File: src/rtl/rr_bus_arbiter.sv
// Round-robin arbiter for four masters sharing one 4:1 bus mux, with a cap
// on how many back-to-back cycles one master may hold the bus.
// Ports: clk, reset (async, active high), req[3:0] in;
//        grant[3:0] one-hot, select[1:0] mux index,
//        bus_valid, owner_changed (1-cycle pulse) out.
module rr_bus_arbiter #(
  parameter int MAX_HOLD = 8,
  parameter int CNT_W    = 8
) (
  input  logic       clk,
  input  logic       reset,
  input  logic [3:0] req,
  output logic [3:0] grant,
  output logic [1:0] select,
  output logic       bus_valid,
  output logic       owner_changed
);

  localparam logic [0:0] IDLE  = 1'b0;
  localparam logic [0:0] GRANT = 1'b1;

  localparam logic [CNT_W-1:0] HOLD_LAST = CNT_W'(MAX_HOLD - 1);
  localparam logic [CNT_W-1:0] CNT_ONE   = CNT_W'(1);

  logic [0:0]       state_q, state_d;
  logic [3:0]       grant_q, grant_d;
  logic [1:0]       sel_q, sel_d;
  logic             valid_q, valid_d;
  logic             chg_q, chg_d;
  logic [CNT_W-1:0] cnt_q, cnt_d;
  logic [1:0]       last_q, last_d;

  logic [1:0] base;
  logic       found;
  logic [1:0] win;
  logic       rel;

  // Search starts just after 'last'; 'last' itself is checked last.
  function automatic logic [2:0] rr_pick(
    input logic [3:0] r,
    input logic [1:0] last
  );
    logic [2:0] res;
    logic [1:0] idx;
    res = 3'b000;
    for (int k = 4; k >= 1; k--) begin
      idx = last + 2'(k);
      if (r[idx]) res = {1'b1, idx};
    end
    return res;
  endfunction

  always_comb begin
    state_d = state_q;
    grant_d = grant_q;
    sel_d   = sel_q;
    valid_d = valid_q;
    chg_d   = 1'b0;
    cnt_d   = cnt_q;
    last_d  = last_q;

    // On release the current owner becomes last_owner for this search.
    base         = (state_q == GRANT) ? sel_q : last_q;
    {found, win} = rr_pick(req, base);
    rel          = !req[sel_q] || (cnt_q == HOLD_LAST);

    unique case (state_q)
      IDLE: begin
        if (found) begin
          state_d = GRANT;
          grant_d = 4'b0001 << win;
          sel_d   = win;
          valid_d = 1'b1;
          chg_d   = 1'b1;
          cnt_d   = '0;
        end
      end
      GRANT: begin
        if (!rel) begin
          cnt_d = cnt_q + CNT_ONE;
        end else begin
          last_d = sel_q;
          if (found) begin
            grant_d = 4'b0001 << win;
            sel_d   = win;
            chg_d   = (win != sel_q);
            cnt_d   = '0;
          end else begin
            state_d = IDLE;
            grant_d = 4'b0000;
            valid_d = 1'b0;
            cnt_d   = '0;
          end
        end
      end
      default: begin
        state_d = IDLE;
      end
    endcase
  end

  always_ff @(posedge clk or posedge reset) begin
    if (reset) begin
      state_q <= IDLE;
      grant_q <= 4'b0000;
      sel_q   <= 2'b00;
      valid_q <= 1'b0;
      chg_q   <= 1'b0;
      cnt_q   <= '0;
      last_q  <= 2'd3;
    end else begin
      state_q <= state_d;
      grant_q <= grant_d;
      sel_q   <= sel_d;
      valid_q <= valid_d;
      chg_q   <= chg_d;
      cnt_q   <= cnt_d;
      last_q  <= last_d;
    end
  end

  assign grant         = grant_q;
  assign select        = sel_q;
  assign bus_valid     = valid_q;
  assign owner_changed = chg_q;

endmodule

File: config.mk
export PLATFORM = sky130hd
export DESIGN_NAME = rr_bus_arbiter
export DESIGN_NICKNAME = d
export VERILOG_FILES = /design/src/rtl/rr_bus_arbiter.sv
export SDC_FILE = /design/constraint.sdc
export NUM_CORES = 1
export LEC_CHECK = 0
export BUFFER_PORTS_ARGS = -buffer_cell sky130_fd_sc_hd__buf_4
export CAP_MARGIN = 20
export CORE_MARGIN = 2
export CORE_UTILIZATION = 45
export DETAILED_ROUTE_END_ITERATION = 6
export MAX_ROUTING_LAYER = met4
export PLACE_DENSITY = 0.66
export REMOVE_ABC_BUFFERS = 1
export SYNTH_ARGS = -nofsm -noshare
export SYNTH_HDL_FRONTEND = slang
export SYNTH_SLANG_ARGS = --single-unit
File: constraint.sdc
create_clock -name clk -period 1.9 [get_ports clk]
set_input_delay 0.38 -clock clk [delete_from_list [all_inputs] [get_ports clk]]
set_output_delay 0.38 -clock clk [all_outputs]
set_load 0.05 [all_outputs]
==> reports/qor.csv <==
metric;value;unit
IO Port Bufs;13;
Worst path slowest cell;or4_4;
Highest Signal Layer;met4;
Post-Route WL;2360;um
drt via density;5.66;
Placed Instances;164;
Cell Rows;18;
first-pass GRT wire length;3770;um
number of global-route vias before repair;840;
Cell Area, Synth;1140;um^2
n_diodes;0;
Worst setup SP type;register;
die height;54.3;um
Hold Slack;198;ps
Starting DRT DRC Count;13;
Die Wd;54.3;um
CP Capture Type;register;
H-tree lvl count;1;
actual slew at the worst max-slew pin;706;ps
Starting Density;0.468;
TritonCTS clock tree;yes;
HP Class;in2async;
CTS root buf;clkbuf_4;
max-slew violations;0;
Post-Synth Adder-Cell Area;0.0220;
proportion of layout cells with a drive suffix above 1;0.295;
FF+latch count, synth;19;
Worst Setup SP;cnt_q[7];
synth warn;0;
Hold Buf Count CTS;0;
largest family of logic cells by synthesized area;compound AO/OA/AOI/OAI gates;
met3 WL;103;um
top-area cell type share of the netlist area;0.374;
Fmax;553;MHz
Post-synth ARST share;1.00;
Synth Area in Compound Gates;0.231;
Post-Syn Area per Cell;9.65;um^2
family with the most delay on the worst path;simple AND/OR/NAND/NOR gates;
Multi-input gate area;626;um^2
critical path cell sequence;or4_4, o311ai_4, buf_6, nand2_2, nor2_4, a22o_1;
core box area;2430;um^2
DR WL met2;1180;um
simple-gate portion of the synthesized area;0.216;
drt wl/cell;13.9;um
total grt overflow;0;
final setup vio count;0;
min Tclk post-route;1810;ps
WP data arrival;2040;ps
status;complete, no violations;
EDFF count, synth;0;
Layout Area Growth over Synthesis;19.1;%
DRT antenna net count;0;
initial antenna violation count;0;
CTS buffer count;3;
Crit Path Category;reg2reg;
via count;956;
DP Wirelength;1830;um
worst rel slew slack;0.529;
crit path buf inv count;1;
final core utilization;0.558;
clock skew;1.46;ps
Worst-path clk slew;100;ps
# DRC;0;
IO Pins;14;
worst-path maximum fanout;4;
cells after synthesis;118;
top_reg_cell synth;dfrtp_1;
slowest stage delay, CP;570;ps
total power divided by cell area;1420;nW/um^2
max cap viols;0;
Layout Nets;148;
Cell variety after synth;44;
Synth area leader;dfrtp_1;
worst r2r src;cnt_q[7];
ratio of final minimum period to clock period;0.952;
synth top area cells;dfrtp_1, dfstp_2, nand2_1, nor2_1, nand3_1;
required time worst endpoint;2130;ps
Clock Sinks;19;
Reg area;479;um^2
largest net degree at the start of global routing;20;
Die Area;2950;um^2
total negative slack;0;ps
DRT Pass-1 Iters;4;
Layout Cells excl Fill;169;
FILL cells;221;
GPL Wtd Cong;0.778;
unrepaired setup endpoints after global routing;no;
gr usage total;0.184;
count of final hold-check violations;0;
register area share after synthesis;0.420;
DRT met1 WL;1050;um
Lkg Pwr;0.603;nW
mux contribution to synthesized area;0.0484;
worst-skew pair later-pin latency;290;ps
Bufs on Longest Clock Path;2;
Post-Synth XOR/XNOR Area;0.0154;
peak supply drop;0.985;mV
==> through the flow <==
stage	setup slack [ps]	total power [mW]	cell area [um^2]
2_1_floorplan	-92.9	1.36	1100
3_3_place_gp	47.7	1.65	1290
3_5_place_dp	-19.8	1.67	1290
4_1_cts	17.8	1.88	1330
5_1_grt	9.74	2.08	1360
6_report	91.0	1.92	1360
==> final timing paths <==
kind                            endpoint  slack [ps]  cells past startpoint
worst min-delay path            cnt_q[0]         200                      2
min in group clk                grant[0]         500                      2
worst min register to register  grant[0]         500                      2
worst max-delay path            grant[1]          90                      6
max in group asynchronous        state_q        1220                      2
worst max register to register  grant[1]          90                      6
==> synthesized netlist by cell type (2+ instances only) <==
cell type and n:
inv_1 4, xor2_1 2, dfstp_2 2, and3_1 2, nand2b_1 4, nand3_1 7
o21ai_1 7, a31oi_1 4, ha_1 2, o21ai_0 6, nor2b_1 5, o31ai_1 2
a22o_1 3, a21oi_1 2, dfrtp_1 17, nor2_1 10, nand2_1 11, buf_6 2
==> layout by cell type, fill, tap and decap left out, types with 3 or more instances in the layout <==
cell type / netlist / routed
a22o_1: 3 / 3
a31oi_1: 4 / 4
buf_4: 1 / 20
clkbuf_4: 0 / 3
dfrtp_1: 17 / 16
inv_1: 4 / 4
nand2_1: 11 / 11
nand2b_1: 4 / 4
nand3_1: 7 / 7
nor2_1: 10 / 9
nor2b_1: 5 / 5
o21ai_0: 6 / 6
o21ai_1: 7 / 7
==> power by group <==
group	internal, mW	switching (mW)	total [mW]
clock network	0.0815	0.115	0.196
registers	0.532	0.0846	0.617
logic	0.446	0.662	1.11
==> worst register-to-register path: stages (launching register included) <==
cell and delay [ps]:
dfrtp_1 410, or4_4 570, o311ai_4 270, buf_6 160
nand2_2 80, nor2_4 120, a22o_1 150
==> routing by layer <==
| metal | track usage | vias to the layer above |
|---|---|---|
| met5 | - | - |
| met4 | 0.0625 | 0 |
| met3 | 0.0246 | 4 |
| met2 | 0.303 | 22 |
| met1 | 0.234 | 458 |
| li1 | - | 472 |
==> repair_timing <==
action,CTS,global route
gates resized for setup,0,8
buffers inserted,1,0
endpoints found under the setup margin,3,6
pin swaps,1,3
==> kinds of logic (layout without fill, tap and decap cells) <==
logic type	Yosys count	count (layout)
buf+inv	9	30
fa+ha+maj	2	2
simple gates	47	47
xor+xnor	2	2
mux	4	4
flops	19	19
compound gates	35	35
==> sequential cells by signal (all words and copies together) (netlist names) <==
register,flops
grant,4
last_q,2
state_q,1
cnt_q,8
bus_valid,1
owner_changed,1
select,2
==> layout make-up <==
class                   instances  share of cell area
flip-flops and latches         19               0.353
inverters                       4              0.0111
multi-input cells              90               0.461
clock buffers                   4              0.0194
well taps                      30              0.0277
repair buffers                 22               0.127
No activity file was read; power rests on OpenSTA's default activity.
